[config.mk]
export PLATFORM = sky130hd
export DESIGN_NAME = uart_tx_arbiter
export DESIGN_NICKNAME = d
export VERILOG_FILES = /design/src/rtl/uart_tx_arbiter.sv
export SDC_FILE = /design/constraint.sdc
export NUM_CORES = 1
export LEC_CHECK = 0
export CAP_MARGIN = 30
export CORE_ASPECT_RATIO = 0.75
export CORE_MARGIN = 3
export CORE_UTILIZATION = 28
export DETAILED_ROUTE_END_ITERATION = 16
export GPL_TIMING_DRIVEN = 0
export HOLD_SLACK_MARGIN = 0.02
export PLACE_DENSITY = 0.64
export SLEW_MARGIN = 25
export SYNTH_ARGS = -nofsm -noshare
export SYNTH_HDL_FRONTEND = slang
export SYNTH_SLANG_ARGS = --single-unit
[constraint.sdc]
create_clock -name clk -period 2.05 [get_ports clk]
set_input_delay 0.41 -clock clk [delete_from_list [all_inputs] [get_ports clk]]
set_output_delay 0.41 -clock clk [all_outputs]
set_load 0.05 [all_outputs]
[src/rtl/uart_tx_arbiter.sv]
// rtl/uart_tx_arbiter.sv - frame-level round-robin arbiter sharing one UART transmitter between two byte requesters
// Optional owner-stall timeout in HOLD is built when UART_ARB_TIMEOUT_EN is defined.
module uart_tx_arbiter #(
  parameter int DATA_W     = 8,
  parameter int GAP_CYCLES = 16,
  parameter int TIMEOUT    = 2000000
) (
  input  logic              clk,
  input  logic              rst,
  input  logic              rq_valid_0,
  input  logic [DATA_W-1:0] rq_data_0,
  input  logic              rq_last_0,
  output logic              rq_ready_0,
  input  logic              rq_valid_1,
  input  logic [DATA_W-1:0] rq_data_1,
  input  logic              rq_last_1,
  output logic              rq_ready_1,
  output logic              tx_start,
  output logic [DATA_W-1:0] tx_data,
  input  logic              tx_done,
  output logic [1:0]        grant,
  output logic              busy,
  output logic              abort
);

  typedef enum logic [2:0] {IDLE, SEND, WAIT, HOLD, GAP} state_t;

  localparam int GAP_W = (GAP_CYCLES > 1) ? $clog2(GAP_CYCLES) : 1;

  state_t            state_q, state_d;
  logic              owner_q, owner_d;
  logic              last_srv_q, last_srv_d;
  logic [DATA_W-1:0] data_q, data_d;
  logic              last_q, last_d;
  logic              tx_start_q, tx_start_d;
  logic [GAP_W-1:0]  gap_q, gap_d;
  logic [1:0]        ready_c;
  logic [1:0]        grant_c;
  logic              win;
  logic              sel_valid;
  logic              sel_port;
  logic              frame_end;

`ifdef UART_ARB_TIMEOUT_EN
  localparam int CNT_W = (TIMEOUT > 1) ? $clog2(TIMEOUT) : 1;
  logic [CNT_W-1:0] hold_cnt_q, hold_cnt_d;
  logic             abort_q, abort_d;
`else
  logic unused_timeout;
  assign unused_timeout = ^TIMEOUT;
`endif

  always_comb begin
    state_d    = state_q;
    owner_d    = owner_q;
    last_srv_d = last_srv_q;
    data_d     = data_q;
    last_d     = last_q;
    gap_d      = gap_q;
    tx_start_d = 1'b0;
    ready_c    = 2'b00;
    frame_end  = 1'b0;
`ifdef UART_ARB_TIMEOUT_EN
    hold_cnt_d = hold_cnt_q;
    abort_d    = 1'b0;
`endif
    // A tie goes to the port that was not served last; in HOLD only the owner may load.
    win       = (rq_valid_0 && rq_valid_1) ? ~last_srv_q : rq_valid_1;
    sel_valid = (state_q == IDLE) ? (rq_valid_0 || rq_valid_1)
                                  : (owner_q ? rq_valid_1 : rq_valid_0);
    sel_port  = (state_q == IDLE) ? win : owner_q;
    case (state_q)
      IDLE, HOLD: begin
        if (sel_valid) begin
          ready_c[sel_port] = 1'b1;
          owner_d           = sel_port;
          data_d            = sel_port ? rq_data_1 : rq_data_0;
          last_d            = sel_port ? rq_last_1 : rq_last_0;
          tx_start_d        = 1'b1;
          state_d           = SEND;
        end
`ifdef UART_ARB_TIMEOUT_EN
        else if (state_q == HOLD) begin
          if (hold_cnt_q == CNT_W'(TIMEOUT - 1)) begin
            abort_d   = 1'b1;
            frame_end = 1'b1;
          end else begin
            hold_cnt_d = hold_cnt_q + CNT_W'(1);
          end
        end
`endif
      end
      SEND: state_d = WAIT;
      WAIT: begin
        if (tx_done) begin
          if (last_q) begin
            frame_end = 1'b1;
          end else begin
            state_d = HOLD;
`ifdef UART_ARB_TIMEOUT_EN
            hold_cnt_d = '0;
`endif
          end
        end
      end
      GAP: begin
        if (gap_q == '0) state_d = IDLE;
        else gap_d = gap_q - GAP_W'(1);
      end
      default: state_d = IDLE;
    endcase
    if (frame_end) begin
      last_srv_d = owner_q;
      if (GAP_CYCLES == 0) begin
        state_d = IDLE;
      end else begin
        state_d = GAP;
        gap_d   = GAP_W'(GAP_CYCLES - 1);
      end
    end
  end

  always_comb begin
    grant_c = 2'b00;
    if (state_q == IDLE) grant_c = ready_c;
    else if (state_q != GAP) grant_c[owner_q] = 1'b1;
  end

  always_ff @(posedge clk) begin
    if (rst) begin
      state_q    <= IDLE;
      owner_q    <= 1'b0;
      last_srv_q <= 1'b1;
      data_q     <= '0;
      last_q     <= 1'b0;
      tx_start_q <= 1'b0;
      gap_q      <= '0;
`ifdef UART_ARB_TIMEOUT_EN
      hold_cnt_q <= '0;
      abort_q    <= 1'b0;
`endif
    end else begin
      state_q    <= state_d;
      owner_q    <= owner_d;
      last_srv_q <= last_srv_d;
      data_q     <= data_d;
      last_q     <= last_d;
      tx_start_q <= tx_start_d;
      gap_q      <= gap_d;
`ifdef UART_ARB_TIMEOUT_EN
      hold_cnt_q <= hold_cnt_d;
      abort_q    <= abort_d;
`endif
    end
  end

  // Accepts are combinational so a byte loaded in cycle t starts in t+1; reset suppresses them.
  assign rq_ready_0 = ready_c[0] & ~rst;
  assign rq_ready_1 = ready_c[1] & ~rst;
  assign grant      = rst ? 2'b00 : grant_c;
  assign tx_start   = tx_start_q;
  assign tx_data    = data_q;
  assign busy       = (state_q != IDLE);
`ifdef UART_ARB_TIMEOUT_EN
  assign abort      = abort_q;
`else
  assign abort      = 1'b0;
`endif

endmodule
==> results.json, run 1 <==
{
  "coreArea_sq_mm": 0.00342,
  "relSlewSlack_pct": 54.0,
  "drc": 0,
  "ant_nets": 0,
  "drt_iter0_drc": 45,
  "hold_start": "tx_data[1]$_SDFFE_PP0P_",
  "syn_inst": 105,
  "grt_pass1_wl_um": 4280,
  "start_kind": "flip-flop",
  "start_util_pct": 30.2,
  "status": "complete, but fails checks",
  "ys_types": 36,
  "grt_pass1_vias": 892,
  "fin_crit_sh_pct": 102,
  "skew_ns": 0.00576,
  "worstSetupPathType": "reg2out",
  "io_pins": 38,
  "drt_wl_total_um": 2650,
  "worstPathArrival_ns": 1.68,
  "num_rows": 18,
  "leakage_nw": 0.626,
  "layout_commonest_cell": "clkdlybuf4s50_1",
  "peakVddDrop_uv": 431,
  "rsz0062_at_grt": "yes",
  "ys_ff_latch": 19,
  "synthTopCellsByArea": "dfxtp_1 37%, a211oi_2 9.7%, mux2i_1 9.7%",
  "area_delta_synth_final_pct": 52.0,
  "ys_seq_area_share_pct": 36.8,
  "min_path_type": "reg2reg",
  "grt_max_degree": 11,
  "vias": 893,
  "reg2reg_from": "state_q[0]$_SDFFE_PP0P_",
  "setup_viol": 2,
  "critPathCaptureType": "output pin",
  "total_power_mw": 1.29,
  "portBuffers": 35,
  "first_pass_iters": 4,
  "worst_slew_pin_slew_ns": 0.691,
  "hold_depth": 2,
  "diodes": 0,
  "overflow": 0,
  "synth_area_per_cell_sq_um": 9.85,
  "die_area_sq_mm": 0.00447,
  "die_h_um": 58.6,
  "placed_cell_area_sq_mm": 0.00147,
  "hold_viol": 0,
  "layout_setup_ws_ns": -0.0378,
  "r2r_cells": 5,
  "drive_gt1_share_pct": 28.1,
  "rrSetupSlack_ns": 0.30,
  "cts_root_buffer": "clkbuf_8",
  "synth_top_area_share_pct": 36.8,
  "grt_usage_pct": 12.2,
  "max-cap-violations": 0,
  "final_area_sq_mm": 0.00157,
  "powerDensity_mw_per_mm2": 822,
  "cp.required_ns": 1.64,
  "gp_congestion": 0.842,
  "dpl.hpwl_um": 1970,
  "cts.sink_count": 19,
  "whs_endpoint": "tx_data[1]$_SDFFE_PP0P_",
  "cts.clk_slew.worst_paths_ns": 0.07,
  "antenna_found_initial": 0,
  "final_nets": 171,
  "yosysTopAreaCell": "dfxtp_1",
  "cts.hold.buffers_added": 0,
  "final_core_util_pct": 45.9,
  "die_x_um": 76.2,
  "fmax_mhz": 479,
  "htree_levels": 1,
  "crit-reg2reg-capture": "last_q$_SDFFE_PP0P_",
  "clk_latency_ns": 0.26,
  "synth-warning-count": 0,
  "syn-num-nets": 129,
  "final_cell_mix": "28 x clkdlybuf4s50_1, 15 x dfxtp_1, 12 x nor2_1, 9 x mux2i_1",
  "fin_crit_ns": 2.09,
  "via_per_inst": 4.56,
  "cp_max_fo": 5,
  "violations": "setup timing",
  "cts_buffers": 3,
  "synth.cell_area_sq_mm": 0.00103,
  "wl_per_cell_um": 13.5,
  "drv_slew": 0,
  "clockBufferDepth": 2,
  "cts_tree": "done",
  "hold_slack_ns": 0.515
}
[worst max-delay path by stage]
stage / from / end / slack [ns] / cells past startpoint
2_1_floorplan: state_q[1]$_SDFFE_PP0P_ / grant[0] / -0.18 / 6
5_1_grt: state_q[0]$_SDFFE_PP0P_ / grant[0] / -0.1 / 5
3_3_place_gp: rq_valid_1 / rq_ready_0 / -1.00 / 6
4_1_cts: state_q[2]$_SDFFE_PP0P_ / rq_ready_0 / -0.05 / 5
3_5_place_dp: rq_valid_1 / rq_ready_0 / -1.03 / 6
6_report: state_q[0]$_SDFFE_PP0P_ / grant[0] / -0.04 / 5
[sequential cells by signal (all words and copies together), names as in the netlist]
register	count
last_srv_q	1
owner_q	1
tx_start	1
last_q	1
gap_q	4
state_q	3
tx_data	8
[metal layers]
metal / wire [um] / GRT usage (%)
met1: 1280 / 16.4
met5: 0 / 0
met3: 129 / 4.28
met2: 1210 / 18.9
met4: 23 / 3.10
[critical path, stage by stage, from the launching register on]
cell and delay (ns):
dfxtp_4 0.35, or3_4 0.43, o22ai_4 0.19, o2bb2ai_2 0.12
nor2b_4 0.16, buf_6 0.17
[stage by stage]
| step | setup TNS, ns | std cells | setup slack, ns |
|---|---|---|---|
| 5_1_grt | -0.179 | 196 | -0.0958 |
| 3_3_place_gp | -4.82 | 190 | -1.00 |
| 3_5_place_dp | -4.95 | 190 | -1.03 |
| 6_report | -0.0676 | 196 | -0.0378 |
| 2_1_floorplan | -0.175 | 105 | -0.175 |
| 4_1_cts | -0.104 | 197 | -0.0480 |
[where the power goes]
group	total (mW)	leakage, nW	internal, mW	switching, mW
clock network	0.263	0.0228	0.138	0.125
logic	0.581	0.444	0.244	0.337
registers	0.448	0.159	0.414	0.0341
[cell families (layout without fill, tap and decap cells)]
family                     Yosys count  after routing  synth area share (%)
and+or+nand+nor                     32             32                  16.9
AOI/OAI and AO/OA                   25             25                  21.0
DFF                                 19             19                  36.8
muxes                               12             12                  12.9
buffers and inverters               12             53                  8.22
xor gates and xnor gates             3              3                  2.54
adders and majority gates            1              1                  1.21
other                                1              1                 0.362
[final cells by class]
class	instances	area, sq um
fill	342	1850
multi-input combinational	74	629
timing repair buffer	41	404
sequential	19	393
tap	50	62.6
clock buffer	4	45.0
buffer	4	23.8
inverter	4	15.0
[synth_stat cells (all sizes together)]
| master | count |
|---|---|
| ha | 1 |
| nand2b | 1 |
| a21oi | 7 |
| nand4 | 1 |
| o2bb2ai | 1 |
| nor4bb | 2 |
| mux2 | 1 |
| o21a | 2 |
| xnor2 | 2 |
| conb | 1 |
| a211o | 1 |
| nor3 | 3 |
| nand3b | 1 |
| or3b | 1 |
| o22ai | 1 |
| and3 | 2 |
| inv | 4 |
| mux2i | 11 |
| clkbuf | 1 |
| nand2 | 2 |
| or3 | 1 |
| xor2 | 1 |
| a211oi | 9 |
| nor2 | 14 |
| dfxtp | 19 |
| nor2b | 3 |
| buf | 7 |
| and4 | 1 |
| o21ai | 3 |
| a21boi | 1 |
[repair_timing]
item                                    4_1_cts  5_1_grt
resized for setup                            46        5
pin swaps                                     4        3
setup buffers                                 6        0
endpoints found under the setup margin        5        4
No activity file was read; power rests on OpenSTA's default activity.
==> run 2, diff against run 1 <==
- PLACE_DENSITY: 0.64 -> default
- PLACE_DENSITY_LB_ADDON: default -> 0.25
==> run 2 against run 1 <==
Net effect:
- the flow still finishes with violations (setup timing)
- hold slack lost 0.0093 ns
- final cell count is 0.51% higher
- combinational power shrank 2%
- routed wire length decreased by 5.4%
- sequential power hardly changed
- register-to-register slack barely moved
- critical path type unchanged
- critical endpoint unchanged
- largest cell class unchanged
- largest power group unchanged
==> results.json, run 2 (synthesis gave the netlist of run 1 again) <==
{
  "cp_max_fo": 5,
  "cp.required_ns": 1.64,
  "worstPathArrival_ns": 1.67,
  "fin_crit_sh_pct": 101,
  "ant_nets": 0,
  "start_util_pct": 30.2,
  "setup_viol": 1,
  "die_area_sq_mm": 0.00447,
  "min_path_type": "reg2reg",
  "drt_iter0_drc": 51,
  "io_pins": 38,
  "cts.hold.buffers_added": 0,
  "drt_wl_total_um": 2500,
  "drc": 0,
  "gp_congestion": 0.739,
  "drv_slew": 0,
  "skew_ns": 0.00178,
  "final_nets": 172,
  "fin_crit_ns": 2.08,
  "worstSetupPathType": "reg2out",
  "dpl.hpwl_um": 1850,
  "layout_commonest_cell": "clkdlybuf4s50_1",
  "antenna_found_initial": 0,
  "grt_pass1_vias": 891,
  "cts_root_buffer": "clkbuf_8",
  "cts.clk_slew.worst_paths_ns": 0.07,
  "fmax_mhz": 481,
  "grt_use_met2_pct": 18.4,
  "total_power_mw": 1.28,
  "first_pass_iters": 4,
  "cts_tree": "done",
  "hold_slack_ns": 0.506,
  "clk_latency_ns": 0.25,
  "met3_usage_pct": 4.43,
  "slowest_stage": "or3_4",
  "cts_buffers": 3,
  "status": "complete, but fails checks",
  "layout_setup_ws_ns": -0.0300,
  "grt_busiest_layer": "met2",
  "portBuffers": 35,
  "largest_register_ffs": 8,
  "die_x_um": 76.2,
  "vias": 894,
  "coreArea_sq_mm": 0.00342,
  "grt_pass1_wl_um": 4170,
  "powerDensity_mw_per_mm2": 816,
  "met1_usage_pct": 15.6,
  "leakage_nw": 0.626,
  "hold_viol": 0,
  "diodes": 0,
  "crit_chain": "or3_4 -> o22ai_4 -> o2bb2ai_1 -> nor2b_4 -> buf_6",
  "wl_per_cell_um": 12.7,
  "via_per_inst": 4.54,
  "area_delta_synth_final_pct": 51.5,
  "die_h_um": 58.6,
  "cts.sink_count": 19,
  "max-cap-violations": 0,
  "violations": "setup timing",
  "drive_gt1_share_pct": 28.6,
  "peakVddDrop_uv": 335,
  "num_rows": 18,
  "final_cell_mix": "28 x clkdlybuf4s50_1, 15 x dfxtp_1, 11 x nor2_1, 10 x buf_4, 9 x mux2i_1",
  "rsz0062_at_grt": "yes",
  "critPathMaxStageDelay_ns": 0.44,
  "start_kind": "flip-flop",
  "critPathCaptureType": "output pin",
  "grt_max_degree": 11,
  "htree_levels": 1,
  "grt_usage_pct": 11.6,
  "overflow": 0,
  "worst_slew_pin_slew_ns": 0.615,
  "clockBufferDepth": 2,
  "relSlewSlack_pct": 59.0,
  "fillerInstances": 332
}
## run 2: cell types whose count changed in the layout (fill, tap and decap cells not counted), sizes merged
cell / before / now
buf: 13 / 14
## run 2: power breakdown
group | switching [mW] | leakage (nW) | internal (mW)
logic | 0.331 | 0.445 | 0.240
registers | 0.0322 | 0.159 | 0.415
clock network | 0.123 | 0.0228 | 0.138
## run 2: area by class of cell
type	instances	area (sq um)	area share (%)
Timing Repair Buffer	42	400	25.5
Sequential cell	19	390	24.9
Clock buffer	4	45.0	2.87
Multi-Input combinational cell	74	631	40.2
Tap cell	50	62.6	3.99
Inverter	4	15.0	0.958
Buffer	4	23.8	1.52
## run 2: timing repair
item                                    in CTS  in global routing
resized for setup                           44                  5
gates cloned                                 0                  0
hold endpoints to repair                     0                  0
endpoints found under the setup margin       5                  4
pin swaps                                    3                  0
buffers inserted                             7                  0
## run 2: critical path, delay by kind of cell (launching register included)
family,cells,cell delay (ns)
flops,1,0.35
buf+inv,1,0.16
simple gates,2,0.60
compound gates,2,0.31
## run 2: metal layers
metal  vias to the layer above  part of all wire, %
met1                       415                   48
li1                        456                    -
met5                         -                    0
met3                         2                  5.2
met4                         0                 0.28
met2                        21                   46
## run 2: worst paths after layout
kind,slack [ns],startpoint,cells past startpoint,end
min,0.51,last_srv_q$_SDFFE_PP1P_,1,last_srv_q$_SDFFE_PP1P_
min reg2reg,0.51,last_srv_q$_SDFFE_PP1P_,1,last_srv_q$_SDFFE_PP1P_
max reg2reg,0.29,state_q[2]$_SDFFE_PP0P_,5,tx_data[7]$_SDFFE_PP0P_
max,-0.03,state_q[2]$_SDFFE_PP0P_,5,grant[0]
## run 2: through the flow
stage,utilization (%),instance area [sq um],setup slack (ns),instances,TNS [ns]
after floorplan,-,1060,-0.175,105,-0.175
after global placement,42.9,1470,-1.04,190,-5.00
after detailed placement,42.9,1470,-1.07,190,-5.27
after CTS,45.8,1570,-0.0486,198,-0.0963
after global routing,45.8,1570,-0.0950,197,-0.145
final,45.8,1570,-0.0300,197,-0.0300
